### src/rtl/alu_logic_pkg.sv
// Shared definitions for the MIPS25 ALU bitwise logic unit.
package alu_logic_pkg;

  localparam int LOGIC_OP_W = 3;

  typedef enum logic [LOGIC_OP_W-1:0] {
    OP_AND   = 3'd0,
    OP_OR    = 3'd1,
    OP_XOR   = 3'd2,
    OP_NOR   = 3'd3,
    OP_NAND  = 3'd4,
    OP_ANDN  = 3'd5,
    OP_PASSA = 3'd6,
    OP_RSVD  = 3'd7
  } logic_op_t;

endpackage

### src/rtl/logic_pipe_stage.sv
// One pipeline slot: a valid bit plus a payload register. The slot loads
// whenever it is allowed to take a new entry (it is empty or its occupant is
// leaving); the payload only changes when a real entry arrives, so an empty
// slot keeps showing the last value it carried.
module logic_pipe_stage #(
  parameter int W = 8
) (
  input  logic         clkpos,
  input  logic         rst_n,
  input  logic         load_en,
  input  logic         in_valid,
  input  logic [W-1:0] in_data,
  output logic         valid,
  output logic [W-1:0] data
);

  logic         valid_r;
  logic [W-1:0] data_r;

  // Slot state: clear on reset, take the upstream entry (or a bubble) on load, hold otherwise
  always_ff @(posedge clkpos or negedge rst_n) begin
    if (!rst_n) begin
      valid_r <= 1'b0;
      data_r  <= '0;
    end else if (load_en) begin
      valid_r <= in_valid;
      if (in_valid) begin
        data_r <= in_data;
      end else begin
        data_r <= data_r;
      end
    end else begin
      valid_r <= valid_r;
      data_r  <= data_r;
    end
  end

  assign valid = valid_r;
  assign data  = data_r;

endmodule

### src/rtl/logic_unit_pipe.sv
// Pipelined bitwise logic unit: decodes the op at acceptance, then carries the
// result and its flags through PIPE_STAGES slots with bubble-collapsing
// valid/ready flow control.
module logic_unit_pipe
  import alu_logic_pkg::*;
#(
  parameter int WIDTH       = 16,
  parameter int PIPE_STAGES = 2
) (
  input  logic                  clkpos,
  input  logic                  rst_n,
  input  logic                  vdd,
  input  logic                  vss,
  input  logic                  in_valid,
  output logic                  in_ready,
  input  logic [LOGIC_OP_W-1:0] op,
  input  logic [WIDTH-1:0]      a,
  input  logic [WIDTH-1:0]      b,
  output logic                  out_valid,
  input  logic                  out_ready,
  output logic [WIDTH-1:0]      out,
  output logic                  zero,
  output logic                  parity,
  output logic                  op_err
);

  typedef struct packed {
    logic [WIDTH-1:0] data;
    logic             zero;
    logic             parity;
    logic             op_err;
  } logic_stage_t;

  localparam int SW = $bits(logic_stage_t);

  function automatic logic calc_parity(input logic [WIDTH-1:0] v);
    return ^v;
  endfunction

  // Supply pins exist only for netlist compatibility.
  logic unused_supply_s;
  assign unused_supply_s = vdd ^ vss;

  logic [WIDTH-1:0]       result_s;
  logic                   err_s;
  logic_stage_t           stage_in_s;
  logic [PIPE_STAGES-1:0] valid_vec_s;
  logic [PIPE_STAGES-1:0] ready_vec_s;
  logic [SW-1:0]          data_vec_s [0:PIPE_STAGES-1];
  logic_stage_t           out_stage_s;

  // Operation decode; the reserved code yields zero and raises the error flag
  always_comb begin
    result_s = '0;
    err_s    = 1'b0;
    case (logic_op_t'(op))
      OP_AND:   result_s = a & b;
      OP_OR:    result_s = a | b;
      OP_XOR:   result_s = a ^ b;
      OP_NOR:   result_s = ~(a | b);
      OP_NAND:  result_s = ~(a & b);
      OP_ANDN:  result_s = a & ~b;
      OP_PASSA: result_s = a;
      OP_RSVD: begin
        result_s = '0;
        err_s    = 1'b1;
      end
      default: begin
        result_s = '0;
        err_s    = 1'b1;
      end
    endcase
  end

  // Bundle the result with its flags for capture into the first slot
  always_comb begin
    stage_in_s        = '0;
    stage_in_s.data   = result_s;
    stage_in_s.zero   = (result_s == '0);
    stage_in_s.parity = calc_parity(result_s);
    stage_in_s.op_err = err_s;
  end

  // Slot k may load when out_ready is high or any slot from k to the end is
  // empty; this is the unrolled form of "empty or downstream advancing" and
  // avoids a combinational chain through a single vector.
  for (genvar k = 0; k < PIPE_STAGES; k++) begin : g_stage
    assign ready_vec_s[k] = out_ready | ~(&valid_vec_s[PIPE_STAGES-1:k]);

    if (k == 0) begin : g_first
      logic_pipe_stage #(.W(SW)) u_stage (
        .clkpos   (clkpos),
        .rst_n    (rst_n),
        .load_en  (ready_vec_s[k]),
        .in_valid (in_valid),
        .in_data  (stage_in_s),
        .valid    (valid_vec_s[k]),
        .data     (data_vec_s[k])
      );
    end else begin : g_next
      logic_pipe_stage #(.W(SW)) u_stage (
        .clkpos   (clkpos),
        .rst_n    (rst_n),
        .load_en  (ready_vec_s[k]),
        .in_valid (valid_vec_s[k-1]),
        .in_data  (data_vec_s[k-1]),
        .valid    (valid_vec_s[k]),
        .data     (data_vec_s[k])
      );
    end
  end

  assign in_ready    = ready_vec_s[0];
  assign out_stage_s = logic_stage_t'(data_vec_s[PIPE_STAGES-1]);
  assign out_valid   = valid_vec_s[PIPE_STAGES-1];
  assign out         = out_stage_s.data;
  assign zero        = out_stage_s.zero;
  assign parity      = out_stage_s.parity;
  assign op_err      = out_stage_s.op_err;

endmodule

### config.mk
export PLATFORM = sky130hd
export DESIGN_NAME = logic_unit_pipe
export DESIGN_NICKNAME = d
export VERILOG_FILES = /design/src/rtl/alu_logic_pkg.sv /design/src/rtl/logic_pipe_stage.sv /design/src/rtl/logic_unit_pipe.sv
export SDC_FILE = /design/constraint.sdc
export NUM_CORES = 1
export LEC_CHECK = 0
export CELL_PAD_IN_SITES_DETAIL_PLACEMENT = 0
export CELL_PAD_IN_SITES_GLOBAL_PLACEMENT = 1
export CORE_ASPECT_RATIO = 1.5
export CORE_MARGIN = 8
export CORE_UTILIZATION = 35
export CTS_CLUSTER_SIZE = 40
export DETAILED_ROUTE_END_ITERATION = 12
export GPL_TIMING_DRIVEN = 0
export PLACE_DENSITY_LB_ADDON = 0.1
export SLEW_MARGIN = 10
export SYNTH_ARGS = -nofsm -noshare
export SYNTH_HDL_FRONTEND = slang
export SYNTH_SLANG_ARGS = --single-unit
### constraint.sdc
create_clock -name clkpos -period 1.9 [get_ports clkpos]
set_clock_uncertainty 0.1 [all_clocks]
set_input_delay 0.38 -clock clkpos [delete_from_list [all_inputs] [get_ports clkpos]]
set_output_delay 0.38 -clock clkpos [all_outputs]
set_load 0.01 [all_outputs]
==> impl_metrics.env <==
export IMPL_status="finished with violations"
export IMPL_failed_checks="setup timing"
export IMPL_pwr_density_cell_mw_per_mm2=658
export IMPL_antenna_left=0
export IMPL_worstMarginPinSlew_ns=0.423
export IMPL_synth_seq_cells=40
export IMPL_die_area_mm2=0.0141
export IMPL_power_w=0.00355
export IMPL_post_dp_hpwl_mm=7.29
export IMPL_fin_ws_ns=-0.198
export IMPL_ios=62
export IMPL_cts_buffers=5
export IMPL_finish_utilization=0.517
export IMPL_initialDrtViolationCount=87
export IMPL_path_clk_slew_ns=0.06
export IMPL_clock_sinks=40
export IMPL_finalWeightedCongestion=0.749
export IMPL_seq_power_share=0.315
export IMPL_n_antenna_cell=0
export IMPL_grtUsageTotal=0.139
export IMPL_power_net_switching_w=0.00106
export IMPL_path_buf_inv=2
export IMPL_synth_fp_nets=476
export IMPL_syn_avg_cell_area_um2=9.72
export IMPL_worstPathMaxFanout=12
export IMPL_portBuffers=58
export IMPL_regArea_mm2=0.00100
export IMPL_dr_total_vias=3004
export IMPL_multi_input_area_mm2=0.00273
export IMPL_final_min_clock_period_ns=2.10
export IMPL_die_y_um=142
export IMPL_post_drt_wl_per_cell_um=15.3
export IMPL_max_cap_violations=0
export IMPL_arrival_ns=2.16
export IMPL_ys_flop_type="dfrtp_1"
export IMPL_end_kind="register"
export IMPL_worstPathCellList="buf_12, bufbuf_16, or2_2, a21oi_4, o32ai_4, ha_4, xnor2_2, xnor2_1, xnor2_1, o21ai_1"
export IMPL_p_clk_frac=0.234
export IMPL_via_per_inst=4.81
export IMPL_cts_tree="done"
export IMPL_cts_path_max_buffers=2
export IMPL_antenna_found_initial=0
export IMPL_htreeDepth=2
export IMPL_drv_slew=0
export IMPL_fill_cells=990
export IMPL_r2r_cells=4
export IMPL_drive_gt1_frac=0.483
export IMPL_start_util=0.354
export IMPL_grt_remaining_overflow=0
export IMPL_cp_required_ns=1.96
export IMPL_critPathSlowestCell="or2_2"
export IMPL_grt_setup_unrepaired="true"
export IMPL_critPathTopFamily="XOR/XNOR gates"
export IMPL_hold_viol=0
export IMPL_ys_types=51
export IMPL_nNetsFinal=576
export IMPL_p_int_w=0.00249
export IMPL_firstDrtPassIters=4
export IMPL_syn_inst=379
export IMPL_p_leak_nw=2.47
export IMPL_ys_warn_count=0
export IMPL_slowest_delay_ns=0.31
export IMPL_final_cell_mix="53 x buf_4, 40 x dfrtp_1, 37 x ha_1"
export IMPL_crit_cells=10
export IMPL_synth_async_sr_flop_share=1.00
export IMPL_die_w_um=99.8
export IMPL_comb_power_share=0.451
export IMPL_crit_top_cell="xnor2_1"
export IMPL_synth_edff_count=0
export IMPL_grt_max_degree=35
export IMPL_netlist_area_mm2=0.00368
export IMPL_setup_viol=1
export IMPL_row_count=46
export IMPL_seq_area_frac_synth=0.272
export IMPL_root_buffer="clkbuf_16"
export IMPL_core_area_mm2=0.0104
export IMPL_grt_pass1_vias=3178
export IMPL_cp_start_kind="input port"
export IMPL_drc=0
export IMPL_hold_path_class="in -> async"
export IMPL_clock_fmax_mhz=477
export IMPL_grt_pass1_wl_mm=15.6
export IMPL_clock_latency_ns=0.28
export IMPL_areaGrowthSynthToFinish_pct=46.2
export IMPL_relSlewSlack=0.718
export IMPL_swShare=0.298
export IMPL_ir_drop_uv=359
export IMPL_fin_crit_sh=1.10
export IMPL_wl_mm=9.55
export IMPL_mostFrequentLayoutCell="buf_4"
export IMPL_path_class="in -> reg"
[path summary, 6_finish.rpt]
check	start	to	slack [ns]
setup / recovery	op[0]	g_stage[0].g_first.u_stage.data[1]	-0.20
hold / removal	rst_n	g_stage[1].g_next.u_stage.data[0]	0.37
setup reg to reg	g_stage[1].g_next.u_stage.valid	g_stage[1].g_next.u_stage.data[7]	0.33
hold reg to reg	g_stage[0].g_first.u_stage.data[17]	g_stage[0].g_first.u_stage.data[17]	0.38
max in group asynchronous	rst_n	g_stage[1].g_next.u_stage.data[3]	0.91
min in group clkpos	g_stage[0].g_first.u_stage.data[17]	g_stage[0].g_first.u_stage.data[17]	0.38
[synthesized netlist by cell type (6+ instances only)]
cell      number  area, um^2
o21ai_1        8        40.0
buf_2          6        30.0
nand2b_1      10        62.6
a22o_1         8        70.1
nor2b_1       10        62.6
a21oi_2        6        52.6
ha_1          56         701
nor2_1        23        86.3
mux2i_1        6        60.1
buf_4         19         143
buf_6         10         113
inv_1         33         124
o21ai_0        7        35.0
mux2_2        24         270
xnor2_1        7        61.3
dfrtp_1       40        1000
nand2_1       26        97.6
a21oi_1       22         110
[routing by layer]
metal  routed length [um]  GRT usage  up-vias
met4                  225     0.0576        0
met1                 3880      0.153     1434
met5                    0          0        -
met2                 5150      0.258       57
li1                     -          -     1498
met3                  289     0.0147       15
[flip-flops by register name (all words and copies together), names as in the netlist]
signal,flops
g_stage.g_first.u_stage.valid,1
g_stage.g_next.u_stage.valid,1
g_stage.g_next.u_stage.data,19
g_stage.g_first.u_stage.data,19
[power by group through the flow]
stage | sequential [W] | clock, W | combinational, W
floorplan | 0.00111 | 0 | 0.000837
global placement | 0.00113 | 0 | 0.00131
detailed placement | 0.00114 | 0 | 0.00133
CTS | 0.00112 | 0.000856 | 0.00154
global route | 0.00114 | 0.000894 | 0.00175
finish | 0.00112 | 0.000828 | 0.00160
[logic make-up (layout without fill, tap and decap cells)]
logic type | after synthesis | after routing | share of synthesized area
simple gates | 90 | 90 | 0.126
compound gates | 84 | 84 | 0.187
buf+inv | 69 | 170 | 0.112
fa+ha+maj | 56 | 56 | 0.190
flops | 40 | 40 | 0.272
mux | 30 | 30 | 0.0896
xor+xnor | 10 | 10 | 0.0238
[cell type report]
type | instances | area share
multi-input combinational | 270 | 0.507
sequential | 40 | 0.186
timing repair buffer | 93 | 0.158
buffer | 36 | 0.0634
tap | 144 | 0.0334
clock buffer | 7 | 0.0265
inverter | 33 | 0.0244
clock inverter | 1 | 0.00139
[metrics by stage]
step,setup TNS (ns),instances,hold WS [ns],setup WS [ns],instance area (um^2)
floorplan,-0.297,379,-0.0156,-0.297,3680
global placement,-35.94,581,0.367,-1.19,4450
detailed placement,-9.23,582,0.135,-1.18,4460
CTS,-0.206,617,0.371,-0.206,5180
global route,-0.316,624,0.397,-0.316,5390
finish,-0.198,624,0.373,-0.198,5390
[what timing repair did]
action                                  4_1_cts  5_1_grt
pin swaps                                    51       33
buffers inserted                             23        7
cloned                                        3        0
resized for setup                           222       35
endpoints found under the setup margin        9        3
hold buffers                                  1        0
hold endpoints to repair                      6        0
No activity file was read; power rests on OpenSTA's default activity.
